<file path="src/rtl/q5a_serial_negate_rx_if.sv">
// q5a_serial_negate_rx_if: serial-in / parallel-out bundle for the serial
// two's-complement receiver. The slave modport is the receiver; the master
// modport is its environment, which drives the serial link and consumes words.
interface q5a_serial_negate_rx_if #(
  parameter int WIDTH = 8
);
  logic             start;
  logic             x;
  logic [WIDTH-1:0] out_data;
  logic             out_valid;
  logic             out_ready;
  logic             overflow;
  logic             perr;
  logic             busy;

  modport slave (
    input  start, x, out_ready,
    output out_data, out_valid, overflow, perr, busy
  );

  modport master (
    output start, x, out_ready,
    input  out_data, out_valid, overflow, perr, busy
  );
endinterface

</file>
<file path="src/rtl/q5a_serial_negate_rx.sv">
// q5a_serial_negate_rx: receives an LSB-first, two's-complement-negated bit
// stream, negates it back on the fly (copy bits up to and including the first
// 1, invert the rest) and presents each WIDTH-bit frame on a valid/ready port.
// The shift register and the output register are separate, so a new frame can
// be received while the previous word is still held.
// Optional feature: define Q5A_RX_PARITY_EN to add a trailing even-parity bit
// per frame (computed over the encoded bits) and report mismatches on perr.
module q5a_serial_negate_rx #(
  parameter int WIDTH = 8
) (
  input  logic                   clk,
  input  logic                   aresetn,
  q5a_serial_negate_rx_if.slave  bus
);

  localparam int CW = $clog2(WIDTH + 2);
  localparam logic [CW-1:0] C_LAST_DATA = CW'(WIDTH - 1);
`ifdef Q5A_RX_PARITY_EN
  localparam logic [CW-1:0] C_PAR_BIT   = CW'(WIDTH);
`endif

  typedef enum logic {
    S_IDLE,
    S_SHIFT
  } state_t;

  state_t           r_state, w_state_next;
  logic [WIDTH-1:0] r_sreg, w_sreg_next;
  logic             r_seen_one, w_seen_next;
  logic             r_par, w_par_next;
  logic [CW-1:0]    r_count, w_count_next;

  logic             w_r;
  logic             w_complete;
  logic [WIDTH-1:0] w_word;
  logic             w_perr;

  logic [WIDTH-1:0] r_out_data;
  logic             r_out_valid;
  logic             r_overflow;
  logic             r_perr;

  // Re-negated bit: pass bits through until the first 1 has gone by, then invert.
  assign w_r = r_seen_one ? ~bus.x : bus.x;

  // Next-state and frame-assembly decode.
  always_comb begin
    // NOTE: every signal gets a default first so no path can leave it unassigned (no latch).
    w_state_next = r_state;
    w_sreg_next  = r_sreg;
    w_seen_next  = r_seen_one;
    w_par_next   = r_par;
    w_count_next = r_count;
    w_complete   = 1'b0;
    w_word       = r_sreg;
    w_perr       = 1'b0;

    if (bus.start) begin
      // Bit 0 of a frame: seen_one starts clear, so the bit passes unchanged.
      // In SHIFT this abandons the partial frame and restarts it.
      w_sreg_next  = {bus.x, r_sreg[WIDTH-1:1]};
      w_seen_next  = bus.x;
      w_par_next   = bus.x;
      w_count_next = CW'(1);
      w_state_next = S_SHIFT;
    end else if (r_state == S_SHIFT) begin
`ifdef Q5A_RX_PARITY_EN
      if (r_count == C_PAR_BIT) begin
        // Parity bit: checked only, never shifted in and never touches seen_one.
        w_complete   = 1'b1;
        w_word       = r_sreg;
        w_perr       = r_par ^ bus.x;
        w_count_next = '0;
        w_state_next = S_IDLE;
      end else begin
        w_sreg_next  = {w_r, r_sreg[WIDTH-1:1]};
        w_seen_next  = r_seen_one | bus.x;
        w_par_next   = r_par ^ bus.x;
        w_count_next = r_count + CW'(1);
      end
`else
      w_sreg_next  = {w_r, r_sreg[WIDTH-1:1]};
      w_seen_next  = r_seen_one | bus.x;
      w_par_next   = r_par ^ bus.x;
      w_count_next = r_count + CW'(1);
      if (r_count == C_LAST_DATA) begin
        w_complete   = 1'b1;
        w_word       = w_sreg_next;
        w_count_next = '0;
        w_state_next = S_IDLE;
      end
`endif
    end
  end

  // Receive-side state: FSM state, shift register, running flags and bit count.
  always_ff @(posedge clk or negedge aresetn) begin
    if (!aresetn) begin
      r_state    <= S_IDLE;
      r_sreg     <= '0;
      r_seen_one <= 1'b0;
      r_par      <= 1'b0;
      r_count    <= '0;
    end else begin
      // NOTE: non-blocking assignments so every register samples pre-edge values.
      r_state    <= w_state_next;
      r_sreg     <= w_sreg_next;
      r_seen_one <= w_seen_next;
      r_par      <= w_par_next;
      r_count    <= w_count_next;
    end
  end

  // Output holding register: load on completion if free or being drained, else drop and flag.
  always_ff @(posedge clk or negedge aresetn) begin
    if (!aresetn) begin
      r_out_data  <= '0;
      r_out_valid <= 1'b0;
      r_overflow  <= 1'b0;
      r_perr      <= 1'b0;
    end else begin
      r_overflow <= 1'b0;
      if (w_complete) begin
        if (!r_out_valid || bus.out_ready) begin
          r_out_data  <= w_word;
          r_perr      <= w_perr;
          r_out_valid <= 1'b1;
        end else begin
          r_overflow <= 1'b1;
        end
      end else if (r_out_valid && bus.out_ready) begin
        r_out_valid <= 1'b0;
      end
    end
  end

  assign bus.out_data  = r_out_data;
  assign bus.out_valid = r_out_valid;
  assign bus.overflow  = r_overflow;
  assign bus.perr      = r_perr;
  assign bus.busy      = (r_state == S_SHIFT);

endmodule

</file>
<file path="src/flat_wrapper.sv">
// flat-port wrapper written by rule: the top's interface ports become plain ports
module q5a_serial_negate_rx_flat 
#(
  parameter int WIDTH = 8
)
  (clk, aresetn, bus_start, bus_x, bus_out_ready, bus_out_data, bus_out_valid, bus_overflow, bus_perr, bus_busy);
  q5a_serial_negate_rx_if #(.WIDTH(WIDTH)) bus_i ();
  input  logic clk;
  input  logic aresetn;
  input wire logic [$bits(bus_i.start)-1:0] bus_start;
  input wire logic [$bits(bus_i.x)-1:0] bus_x;
  input wire logic [$bits(bus_i.out_ready)-1:0] bus_out_ready;
  output wire logic [$bits(bus_i.out_data)-1:0] bus_out_data;
  output wire logic [$bits(bus_i.out_valid)-1:0] bus_out_valid;
  output wire logic [$bits(bus_i.overflow)-1:0] bus_overflow;
  output wire logic [$bits(bus_i.perr)-1:0] bus_perr;
  output wire logic [$bits(bus_i.busy)-1:0] bus_busy;
  assign bus_i.start = bus_start;
  assign bus_i.x = bus_x;
  assign bus_i.out_ready = bus_out_ready;
  assign bus_out_data = bus_i.out_data;
  assign bus_out_valid = bus_i.out_valid;
  assign bus_overflow = bus_i.overflow;
  assign bus_perr = bus_i.perr;
  assign bus_busy = bus_i.busy;
  q5a_serial_negate_rx #(.WIDTH(WIDTH)) u_core (.clk(clk), .aresetn(aresetn), .bus(bus_i));
endmodule
</file>
<file path="config.mk">
export PLATFORM = sky130hd
export DESIGN_NAME = q5a_serial_negate_rx_flat
export DESIGN_NICKNAME = d
export VERILOG_FILES = /design/src/rtl/q5a_serial_negate_rx_if.sv /design/src/rtl/q5a_serial_negate_rx.sv /design/src/flat_wrapper.sv
export SDC_FILE = /design/constraint.sdc
export NUM_CORES = 1
export LEC_CHECK = 0
export ABC_AREA = 1
export CORE_UTILIZATION = 38
export CTS_BUF_LIST = sky130_fd_sc_hd__clkbuf_16
export DETAILED_ROUTE_END_ITERATION = 8
export MAX_ROUTING_LAYER = met4
export PLACE_DENSITY = 0.65
export SETUP_SLACK_MARGIN = 0.3
export SLEW_MARGIN = 20
export SYNTH_ARGS = -nofsm -noshare
export SYNTH_HDL_FRONTEND = slang
export SYNTH_SLANG_ARGS = --single-unit
</file>
<file path="constraint.sdc">
create_clock -name clk -period 1.15 [get_ports clk]
set_input_delay 0.23 -clock clk [delete_from_list [all_inputs] [get_ports clk]]
set_output_delay 0.23 -clock clk [all_outputs]
set_load 0.02 [all_outputs]
</file>
==> results by group <==
Status
  • Status: complete, but fails checks
  • Failing checks: negative setup slack

Die
  • Row count: 18
  • Starting Density: 0.4030
  • Die Y: 53.26 um
  • Core ar.: between 2000 and 2500 um^2
  • Die area: 2837 um^2
  • Die Span X: roughly 53 um
  • # IOs: 17

Setup path
  • Worst path slowest cell: dfrtp_1
  • Crit path max fanout: 5
  • RR Endpoint: u_core.bus.out_data[1]$_DFFE_PN0P_
  • Critical-path cell list: ha_4, nand3_4, nor2_8, nand2_2, nand2_1, nand2_1
  • CP most frequent cell: nand2_1
  • R2r worst-path depth: 6
  • Reg2reg start: u_core.r_count[0]$_DFFE_PN0P_
  • CP Data Required Time: approximately 1300 ps
  • Arrival time at the worst endpoint: 1320 ps
  • WP buf/inv: 0
  • Biggest cell delay along the critical path: 390 ps
  • R2r setup slk: -30 ps
  • Nature of the critical path endpoint: register
  • CP delay by family, top: simple AND/OR/NAND/NOR gates
  • CP Class: register to register
  • Crit start category: register

STA
  • Final setup viols: 9
  • RSZ-0062 raised after global routing: yes
  • FMAX: ~850 MHz
  • TNS Setup: -132.2 ps
  • Pins Over Slew Limit: 0
  • Fin crit share: 1.024
  • Post-layout worst setup margin: -27.69 ps
  • Number of hold violations in the final report: 0
  • Layout Skew: 1.438 ps
  • Tmin final: ~1200 ps
  • Fin Hold WS: 327.6 ps

Logic synthesis
  • Synthesized area: around 1000 um^2
  • Synthesized flop and latch total: 23
  • Syn. warnings: 0
  • EDFF count, synth: 0
  • Post-Syn Nets: about 110
  • Leading cell types by count after synthesis: nand2_1, dfrtp_1, inv_1
  • Post-Synthesis Cells: 106
  • Area share of the largest cell type after synthesis: 0.5764
  • Sequential area share after synthesis: 0.5764
  • Synth cell types: 21
  • Fraction of registers with async set/reset: 1.000
  • Synth Flop Type: dfrtp_1
  • Leading area contributor after synthesis: dfrtp_1
  • Post-Syn Area per Cell: roughly 9.4 um^2
  • Main area contributors after synthesis: dfrtp_1, nand2_1, nand3_1, inv_1, o21ai_1
  • Count leader, synth: nand2_1

Layout
  • Nets: between 150 and 200
  • ANT cells: 0
  • Synthesis-to-finish area growth: 57.39%
  • Share of post-route cells with drive strength above 1: 0.4167
  • Filler cells: 215

Clock network
  • # hold bufs at CTS: 0
  • Clock Pin Slew Worst Setup and Hold Paths: 60 ps
  • Worst-case clock buffer depth: 2
  • Num CTS Buffers: 3
  • Root Buffer: clkbuf_16
  • H-tree levels: 1
  • CTS tree: yes
  • TritonCTS Sinks: 23
  • Clk_lat worst skew: between 200 and 300 ps

Placed design
  • Buffers on Ports: 15
  • Detailed Place HPWL: around 1400 um
  • Place WS: -214.9 ps
  • GPL Wtd Cong: approximately 0.84

Drt
  • Antenna Nets Post-Route: 0
  • Routed WL: about 2100 um
  • Routed WL per cell: 12.22 um
  • Detailed-route via count: roughly 810
  • Drt initial violations: 18
  • TritonRoute pass-1 iters: 4
  • Vias per inst: between 4 and 5
  • Drt drc: 0

Pwr
  • Sw frac: 0.3232
  • Sequential share of power: 0.394
  • Clock power frac: 0.231
  • VDD IR-drop max: about 1.1 mV
  • Leakage power: around 0.8 nW
  • Pwr/cell area: a little over 2000 nW/um^2
  • Comb pwr share: 0.375
  • P_int: 2.140 mW
  • NetSw: 1.022 mW

GRT
  • Largest net degree at the start of global routing: 24
  • First-pass GRT wire length: 3422 um
  • Grt ovf: 0
  • GRT Overall Usage: 0.1724
  • Initial antenna violation count: 0
  • Vias in the first global route: slightly above 800

Flow run
  • Max_cap viols: 0

Min path
  • Hold crit path type: input pin to asynchronous set/reset pin
==> layout make-up <==
class                      instances  area, um^2  area share
clock inverter                     1       3.754    0.002389
multi-input combinational         69       456.7      0.2906
clock buffer                       3       75.07     0.04777
timing repair buffer              36       372.9      0.2373
tap                               30       37.54     0.02389
inverter                          12       47.55     0.03025
sequential                        23       578.1      0.3678
==> metrics by stage <==
stage          std cells  power [mW]  area, um^2  utilization
2_1_floorplan        106       1.708        1033            -
3_3_place_gp         161       2.152        1326       0.5354
3_5_place_dp         161       2.183        1326       0.5354
4_1_cts              168       3.061        1494       0.6030
5_1_grt              174       3.355        1572       0.6343
6_report             174       3.163        1572       0.6343
==> placed cells by master, fill, tap and decap left out, drive strengths merged <==
| master | count |
|---|---|
| nor2 | 3 |
| conb | 1 |
| dfrtp | 23 |
| o21ai | 9 |
| dlygate4sd2 | 1 |
| nand2 | 38 |
| inv | 13 |
| buf | 32 |
| clkdlybuf4s50 | 3 |
| nand4 | 1 |
| o211ai | 2 |
| ha | 2 |
| nor3 | 1 |
| clkbuf | 3 |
| a22o | 1 |
| a21oi | 1 |
| nand3 | 10 |
==> worst max path at each step <==
stage                                         endpoint  depth (start not counted)                          start  slack [ps]
detailed placement        u_core.r_sreg[7]$_DFFE_PN0P_                          5                          bus_x        -210
CTS                 u_core.bus.out_data[7]$_DFFE_PN0P_                          6  u_core.r_count[0]$_DFFE_PN0P_         -20
finish              u_core.bus.out_data[1]$_DFFE_PN0P_                          6  u_core.r_count[0]$_DFFE_PN0P_         -30
global placement          u_core.r_sreg[7]$_DFFE_PN0P_                          5                          bus_x        -220
floorplan           u_core.bus.out_data[0]$_DFFE_PN0P_                          6  u_core.r_count[0]$_DFFE_PN0P_          30
global route        u_core.bus.out_data[7]$_DFFE_PN0P_                          6  u_core.r_count[0]$_DFFE_PN0P_         -90
==> routing by layer <==
| layer | routed length, um | up-vias | GRT usage |
|---|---|---|---|
| li1 | - | 414 | - |
| met1 | 935 | 377 | 0.2051 |
| met2 | 1111 | 14 | 0.2979 |
| met3 | 58 | 4 | 0.01724 |
| met4 | 19 | 0 | 0.06579 |
| met5 | 0 | - | - |
==> power groups by stage <==
stage	clock (mW)	sequential [mW]	combinational [mW]
2_1_floorplan	0	1.37	0.343
3_3_place_gp	0	1.20	0.949
3_5_place_dp	0	1.22	0.961
4_1_cts	0.746	1.23	1.08
5_1_grt	0.769	1.26	1.32
6_report	0.732	1.24	1.19
==> sequential cells by signal, summed over array words and instances (netlist names) <==
name                  count
u_core.r_sreg             7
u_core.r_count            4
u_core.bus.overflow       1
u_core.bus.out_data       8
u_core.r_seen_one         1
u_core.bus.out_valid      1
u_core.bus.busy           1
==> cell families after synthesis <==
kind of cell | count (synthesis) | share of synthesized area
other | 1 | 0.003756
flip-flops | 23 | 0.5764
AO/OA/AOI/OAI | 13 | 0.07392
AND/OR/NAND/NOR | 52 | 0.2581
buffers and inverters | 15 | 0.06267
adder cells (fa/ha/maj) | 2 | 0.02506
==> repair_timing <==
action                                  CTS  global route
gates resized for setup                  78            13
endpoints found under the setup margin   34            34
cloned                                    0             1
setup buffers                             3             5
pin swaps                                 5             4
(Power assumes the default switching activity.)
